<file path="src/rtl/run_scheduler.sv">
// run_scheduler: round-robin time-slicing scheduler sharing one start/stop run engine.
// Define RUN_SCHED_WATCHDOG_EN to add a handshake timeout with a sticky err output.
module run_scheduler #(
  parameter int N_REQ   = 4,
  parameter int SLICE_W = 8
) (
  input  logic               clk,
  input  logic               rst,
  input  logic [N_REQ-1:0]   req,
  input  logic [SLICE_W-1:0] slice_len,
  input  logic               eng_running,
  output logic               eng_start,
  output logic               eng_stop,
  output logic [N_REQ-1:0]   grant,
`ifdef RUN_SCHED_WATCHDOG_EN
  output logic               err,
`endif
  output logic               busy
);

  // state     | meaning
  // S_IDLE    | no owner, waiting for any request
  // S_ARB     | round-robin search from the pointer
  // S_LAUNCH  | start pulse to the engine
  // S_WAIT_UP | waiting for eng_running to rise
  // S_RUN     | engine running, slice counting
  // S_HALT    | stop pulse to the engine
  // S_WAIT_DN | waiting for eng_running to fall
  typedef enum logic [2:0] {
    S_IDLE,
    S_ARB,
    S_LAUNCH,
    S_WAIT_UP,
    S_RUN,
    S_HALT,
    S_WAIT_DN
  } state_t;

  localparam int PW = (N_REQ > 1) ? $clog2(N_REQ) : 1;

  state_t             state_q, state_d;
  logic [N_REQ-1:0]   grant_q, grant_d;
  logic [PW-1:0]      ptr_q, ptr_d;
  logic [PW-1:0]      owner_q, owner_d;
  logic [SLICE_W-1:0] cnt_q, cnt_d;
  logic               start_q, start_d;
  logic               stop_q, stop_d;
  logic               busy_q, busy_d;
  logic               win_found;
  logic [PW-1:0]      win_idx;
  logic [PW-1:0]      ptr_next;
`ifdef RUN_SCHED_WATCHDOG_EN
  logic [3:0]         wd_q, wd_d;
  logic               err_q, err_d;
`endif

  function automatic logic [PW-1:0] wrap_add(input logic [PW-1:0] base, input int off);
    int s;
    s = int'(base) + off;
    if (s >= N_REQ) s = s - N_REQ;
    return PW'(s);
  endfunction

  // Descending scan so the smallest offset from the pointer is written last and wins.
  always_comb begin
    win_found = 1'b0;
    win_idx   = '0;
    for (int i = N_REQ - 1; i >= 0; i--) begin
      if (req[wrap_add(ptr_q, i)]) begin
        win_found = 1'b1;
        win_idx   = wrap_add(ptr_q, i);
      end
    end
  end

  assign ptr_next = wrap_add(owner_q, 1);

  always_comb begin
    state_d = state_q;
    grant_d = grant_q;
    ptr_d   = ptr_q;
    owner_d = owner_q;
    cnt_d   = cnt_q;
    start_d = 1'b0;
    stop_d  = 1'b0;
`ifdef RUN_SCHED_WATCHDOG_EN
    wd_d    = wd_q;
    err_d   = err_q;
`endif
    case (state_q)
      S_IDLE: begin
        grant_d = '0;
        if (|req) state_d = S_ARB;
      end
      S_ARB: begin
        grant_d = '0;
        if (win_found) begin
          grant_d[win_idx] = 1'b1;
          owner_d          = win_idx;
          start_d          = 1'b1;
          state_d          = S_LAUNCH;
        end else begin
          state_d = S_IDLE;
        end
      end
      S_LAUNCH: begin
        state_d = S_WAIT_UP;
`ifdef RUN_SCHED_WATCHDOG_EN
        wd_d    = '0;
`endif
      end
      S_WAIT_UP: begin
        if (eng_running) begin
          state_d = S_RUN;
          cnt_d   = slice_len;
        end
`ifdef RUN_SCHED_WATCHDOG_EN
        else if (wd_q == 4'd14) begin
          state_d = S_ARB;
          grant_d = '0;
          ptr_d   = ptr_next;
          err_d   = 1'b1;
        end else begin
          wd_d = wd_q + 4'd1;
        end
`endif
      end
      S_RUN: begin
        // A self-terminated engine needs no stop pulse, so that exit takes priority.
        if (!eng_running) begin
          state_d = S_ARB;
          grant_d = '0;
          ptr_d   = ptr_next;
        end else if ((cnt_q == SLICE_W'(1)) || !req[owner_q]) begin
          state_d = S_HALT;
          stop_d  = 1'b1;
        end else if (cnt_q != '0) begin
          cnt_d = cnt_q - SLICE_W'(1);
        end
      end
      S_HALT: begin
        state_d = S_WAIT_DN;
`ifdef RUN_SCHED_WATCHDOG_EN
        wd_d    = '0;
`endif
      end
      S_WAIT_DN: begin
        if (!eng_running) begin
          state_d = S_ARB;
          grant_d = '0;
          ptr_d   = ptr_next;
        end
`ifdef RUN_SCHED_WATCHDOG_EN
        else if (wd_q == 4'd14) begin
          state_d = S_ARB;
          grant_d = '0;
          ptr_d   = ptr_next;
          err_d   = 1'b1;
        end else begin
          wd_d = wd_q + 4'd1;
        end
`endif
      end
      default: begin
        state_d = S_IDLE;
        grant_d = '0;
      end
    endcase
    busy_d = (state_d != S_IDLE);
  end

  always_ff @(posedge clk or negedge rst) begin
    if (!rst) begin
      state_q <= S_IDLE;
      grant_q <= '0;
      ptr_q   <= '0;
      owner_q <= '0;
      cnt_q   <= '0;
      start_q <= 1'b0;
      stop_q  <= 1'b0;
      busy_q  <= 1'b0;
`ifdef RUN_SCHED_WATCHDOG_EN
      wd_q    <= '0;
      err_q   <= 1'b0;
`endif
    end else begin
      state_q <= state_d;
      grant_q <= grant_d;
      ptr_q   <= ptr_d;
      owner_q <= owner_d;
      cnt_q   <= cnt_d;
      start_q <= start_d;
      stop_q  <= stop_d;
      busy_q  <= busy_d;
`ifdef RUN_SCHED_WATCHDOG_EN
      wd_q    <= wd_d;
      err_q   <= err_d;
`endif
    end
  end

  assign eng_start = start_q;
  assign eng_stop  = stop_q;
  assign grant     = grant_q;
  assign busy      = busy_q;
`ifdef RUN_SCHED_WATCHDOG_EN
  assign err       = err_q;
`endif

endmodule
</file>
<file path="config.mk">
export PLATFORM = sky130hd
export DESIGN_NAME = run_scheduler
export DESIGN_NICKNAME = d
export VERILOG_FILES = /design/src/rtl/run_scheduler.sv
export SDC_FILE = /design/constraint.sdc
export NUM_CORES = 1
export LEC_CHECK = 0
export BUFFER_PORTS_ARGS = -buffer_cell sky130_fd_sc_hd__buf_2
export CAP_MARGIN = 10
export CORE_MARGIN = 3
export CORE_UTILIZATION = 63
export CTS_BUF_LIST = sky130_fd_sc_hd__clkbuf_4 sky130_fd_sc_hd__clkbuf_8
export DETAILED_ROUTE_END_ITERATION = 16
export GPL_TIMING_DRIVEN = 0
export PLACE_DENSITY = 0.87
export SLEW_MARGIN = 20
export SYNTH_ARGS = -nofsm -noshare
export SYNTH_HDL_FRONTEND = slang
export SYNTH_SLANG_ARGS = --single-unit
</file>
<file path="constraint.sdc">
create_clock -name clk -period 4.28 [get_ports clk]
set_clock_uncertainty 0.15 [all_clocks]
set_input_delay 0.856 -clock clk [delete_from_list [all_inputs] [get_ports clk]]
set_output_delay 0.856 -clock clk [all_outputs]
set_load 0.02 [all_outputs]
</file>
## After elaboration in Yosys (flattened, before gate mapping)

Index checks and enable logic that the tools add are counted.

- Register bits: 22
- Input port bits: 15
- Output and inout bits: 7
- Logic and storage cells: 103

- Add/subtract/negate cells: 10
- Order comparisons: 12
- Eq/ne operators: 12
- Mux-type cells: 45
- Bitwise gates (word level): 2
- Reduce and logical (&&, ||, !) cells: 14

Operators with widths:

| kind | number |
|---|---|
| 2-to-1 mux 8 bit | 4 |
| case mux 3 bit (7 select lines) | 1 |
| 2-to-1 mux 2 bit | 10 |
| < comparator 2 x 3 -> 1 bit, second input constant | 6 |
| case mux 8 bit (2 select lines) | 1 |
| 2-to-1 mux 1 bit | 15 |
| 2-to-1 mux 3 bit | 5 |
| greater-or-equal comparator 3 bit, second input constant | 4 |
| case mux 4 bit (3 select lines) | 1 |
| binary-select mux 1 bit (select 2 bit) | 5 |
| != test 2 bit, second input constant | 5 |
| subtractor 2 x 1 -> 2 bit, second input constant | 5 |
| == test 3 bit, second input constant | 3 |
| == test 8 x 1 -> 1 bit, second input constant | 1 |
| 2-to-1 mux 4 bit | 2 |
| nonzero test 8 bit | 1 |
| subtractor 8 x 1 -> 8 bit, second input constant | 1 |
| adder 2 x 1 -> 3 bit, second input constant | 2 |
| adder 2 x 2 -> 3 bit, second input constant | 2 |
| == test 3 x 2 -> 1 bit, second input constant | 2 |
| AND reduction 2 bit | 3 |
| AND reduction 5 bit | 1 |
| OR reduction 4 bit | 1 |
| == test 3 x 1 -> 1 bit, second input constant | 1 |
| 12 further kinds | 13 |

## Logic depth before layout (Yosys ltp)

- Depth in word-level cells: 15
- Depth in mapped cells: 7
- Depth with buffers taken out: 6

## Worst setup path before layout

No wires, ideal clock.

- Path type: input to register
- Start: input port req[3]
- End: register cnt_q[1]
- Setup time: 125 ps
- Arrival: 1893 ps
- Required time: 4005 ps
- Path slack: 2111 ps
- Stages on the path: 4
- Buffers on the path: 0
- Path through: mux4_2 o211ai_4 a22oi_2 mux2_4

- Cells in the longest elaborated chain, start to end: 6

RTL lines:

| element | line | source |
|---|---|---|
| from (decl) | 9 | `input logic [N_REQ-1:0] req,` |
| binary-select mux 1 bit (select 2 bit) | 134 | `end else if ((cnt_q == SLICE_W'(1)) \|\| !req[owner_q]) begin` |
| 2-to-1 mux 1 bit (implied by the code) | 134 |  |
| zero test 1 bit | 134 |  |
| logical OR 1 bit | 134 |  |
| != test 2 bit (no line) | -- |  |
| AND reduction 5 bit (no line) | -- |  |
| to (signal assigned) | 191 | `cnt_q <= cnt_d;` |
| to (decl) | 45 | `logic [SLICE_W-1:0] cnt_q, cnt_d;` |

No other way between the ends. The select of a mux whose other input is x is not followed.
A chain may end at the register's enable or synchronous reset.

## Worst setup path after layout

- Start: register cnt_q[1]
- End: register cnt_q[1]

- Cells in the longest elaborated chain, start to end: 5
- Elaborated cells between the ends (all ways): 11

RTL lines:

| element | line | source |
|---|---|---|
| subtractor 8 x 1 -> 8 bit | 138 | `cnt_d = cnt_q - SLICE_W'(1);` |
| 2-to-1 mux 8 bit | 137 | `end else if (cnt_q != '0) begin` |
| 2-to-1 mux 8 bit | 134 |  |
| 2-to-1 mux 8 bit | 130 | `if (!eng_running) begin` |
| case mux 8 bit (2 select lines) | 90 | `case (state_q)` |

Parallel ways exist; a longest one is shown, timed or not. The select of a mux whose other input is x is not followed.

==> results.cfg <==
[cts]
cts_htree_levels = 1
post_cts.repair.setup_buffers = 0
ctsResizeCount = 0
cts-root-to-sink-buffers = 2
clk_transition_reported_paths_ns = 0.12
cts.sink_count = 22
worstSkewPairLatency_ns = 0.30
tritoncts = done
ctsRootBufferMaster = clkbuf_4
cts-hold-fix-buffers = 0
cts-buffers-inserted = 3

[flow_run]
max-cap-violations = 0

[yosys]
synth_compound_gate_area_share = 0.287
register_bit_count_reported_by_yosys = 22
seq_area_frac_synth = 0.393
share_of_async_settable_or_async_resettable_flops_after_synthesis = 1.00
synth_edf_count = 0
postSynth.topFlopCell = dfrtp_1
synth_adder_area_share = 0.0178
synth.avg_cell_area_um2 = 9.54
post_synth_mux_area_share = 0.0500
synth_top_family_by_area = compound AO/OA/AOI/OAI gates
post_synth_xor_area_fraction = 0.00624
synth.yosys.warnings = 0
netlist_instances = 147
mappedNetlistArea_um2 = 1400
synth_nets = 164
simple_gate_fraction_of_synth_area = 0.196
synth.lib_cells_used.distinct = 50

[power_and_ir_drop]
netSwitchingFraction = 0.450
internal_power_uw = 578
power.switching_uw = 473
power-per-cell-area_nw_per_um2 = 672
power.total_mw = 1.05
leakage_nw = 0.668
p_comb_frac = 0.552
clock_power_share = 0.089
share_of_total_power_in_sequential_cells = 0.359
max-vdd-ir-drop_mv = 0.446

[place]
port_buffers = 21
detailedPlacementHpwl_um = 2520
place_ws_ns = 1.89
gp_congestion = 0.876
post_dp_cell_area_um2 = 1540

[die]
floorplan.die_area_um2 = 2830
floorplan.core_area_um2 = 2040
start_util = 0.687
floorplan.rows = 16
design.portCount = 22
die-height_um = 53.2
chipWidth_um = 53.2

[global_route]
number_of_antenna_violations_at_the_first_check_in_global_routing = 0
gr-usage-all-layers = 0.265
grt_pass1_vias = 1255
first_pass_grt_wire_length_um = 5510
grt_overflow_total = 0
pin_count_of_the_biggest_net_entering_global_routing = 23

[critical_path]
start_kind = register
worst_r2r_startpoint = cnt_q[1]
critPathCaptureType = register
cp_data_required_time_ns = 4.33
r2r.worst_path.cells = 6
r2r_end = cnt_q[1]
critPathMaxFanout = 6
timing.critical_path.cells = inv_1 -> ha_1 -> or3b_2 -> o21ai_2 -> a22oi_2 -> mux2_4
setup.reg_to_reg.worst_slack_ns = 2.05
setup.worst_path.class = reg -> reg
slowest_delay_ns = 0.55
timing.critical_path.arrival_ns = 2.28
cpMaxStageDelayCell = or3b_2

[drt]
drtIter0Drc = 44
detail_route.wirelength_um = 3350
routedWlPerCell_um = 16.9
drt_first_pass_iters = 4
final_antenna_net_count = 0
remaining_drc_errors = 0
per_cell_via_count_in_the_routed_design = 6.53
vias_after_detailed_routing = 1292

[timing]
final_max_slew_viol_count = 0
holdWs_ns = 0.346
setup_viol = 0
fmax_mhz = 449
grt_setup_unrepaired = no
final-hold-violation-count = 0
final.min_clock_period_ns = 2.23
fin_setup_tns_ns = 0
finalCritPeriodShare = 0.521
setup_slack_ns = 2.05
slew_margin_rel = 0.506
worst-slew-pin-transition_ns = 0.735

[hold_path]
holdCritPathClass = in -> async

[cells_and_area]
insertedDiodeCount = 0
drive_above_1_share = 0.246
area_growth_syn_to_layout_pct = 11.5
design.final.nets = 190
finish.instance_area_um2 = 1560

[run_status]
status = finished, final reports clean
worst max-delay path: cells and delay by family (launching register included):
kind / cells / cell delay (ns)
simple gates: 1 / 0.55
fa+ha+maj: 1 / 0.20
buf+inv: 1 / 0.10
mux: 1 / 0.32
flops: 1 / 0.46
compound gates: 2 / 0.35
synthesized netlist by cell type, types with 3 or more instances:
cell type	n	area, um^2
nor3_1	4	20.0
nor2b_1	3	18.8
o221ai_1	5	43.8
nand2b_1	3	18.8
nor2_1	5	18.8
dfrtp_1	22	551
o31ai_1	3	22.5
a21oi_1	11	55.1
nand3b_1	4	30.0
o2bb2ai_1	4	35.0
o21ai_1	4	20.0
inv_1	6	22.5
clkbuf_1	6	22.5
nand2_1	9	33.8
o21ai_0	11	55.1
o21a_1	3	22.5
power groups by stage:
stage	Clock (mW)	Sequential, mW	Combinational, mW
floorplan	0	0.385	0.417
global placement	0	0.370	0.538
detailed placement	0	0.378	0.571
CTS	0.0946	0.373	0.574
global route	0.102	0.392	0.632
finish	0.0933	0.377	0.581
worst max path at each step:
stage                           start  endpoint  slack, ns  depth (start not counted)
after floorplan                req[3]  cnt_q[1]       2.11                          4
after global placement         req[3]  cnt_q[1]       1.94                          5
after detailed placement  eng_running  cnt_q[0]       1.89                          5
after CTS                    cnt_q[1]  cnt_q[1]       2.09                          6
after global routing         cnt_q[1]  cnt_q[5]       1.98                          6
final                        cnt_q[1]  cnt_q[1]       2.05                          6
layout make-up:
| type | count | area (um^2) |
|---|---|---|
| clock buffers | 3 | 22.5 |
| multi-input cells | 109 | 782 |
| inverters | 7 | 26.3 |
| repair buffers | 21 | 105 |
| flip-flops and latches | 22 | 551 |
| well taps | 27 | 33.8 |
| fillers | 157 | 478 |
| plain buffers | 9 | 43.8 |
cells in the final DEF, fill, tap and decap left out, drive strengths merged, types with 5 or more instances in the layout:
cell    Yosys  layout
a21oi      11      11
buf         3      24
clkbuf      6       9
dfrtp      22      22
inv         7       7
nand2       9       9
nor2        5       5
nor3        5       5
o21ai      17      17
o221ai      5       5
per-layer routing:
metal	GRT usage	vias up	wire length (um)
li1	-	609	-
met1	0.313	622	1420
met2	0.471	54	1700
met3	0.0366	7	189
met4	0.119	0	45
met5	0	-	0
per-stage QoR:
| stage | cells | util |
|---|---|---|
| floorplan | 147 | - |
| global placement | 195 | 0.755 |
| detailed placement | 195 | 0.755 |
| CTS | 198 | 0.766 |
| global route | 198 | 0.766 |
| finish | 198 | 0.766 |
state kept, by name, indices dropped and copies added (netlist names):
name	cells
busy	1
cnt_q	8
eng_start	1
eng_stop	1
grant	4
owner_q	2
ptr_q	2
state_q	3
cell families (layout without fill, tap and decap cells):
| family | Yosys count | after routing |
|---|---|---|
| adders and majority gates | 2 | 2 |
| AOI/OAI and AO/OA | 55 | 55 |
| muxes | 5 | 5 |
| xor gates and xnor gates | 1 | 1 |
| DFF | 22 | 22 |
| and+or+nand+nor | 46 | 46 |
| buffers and inverters | 16 | 40 |
No activity file was read; power rests on OpenSTA's default activity.
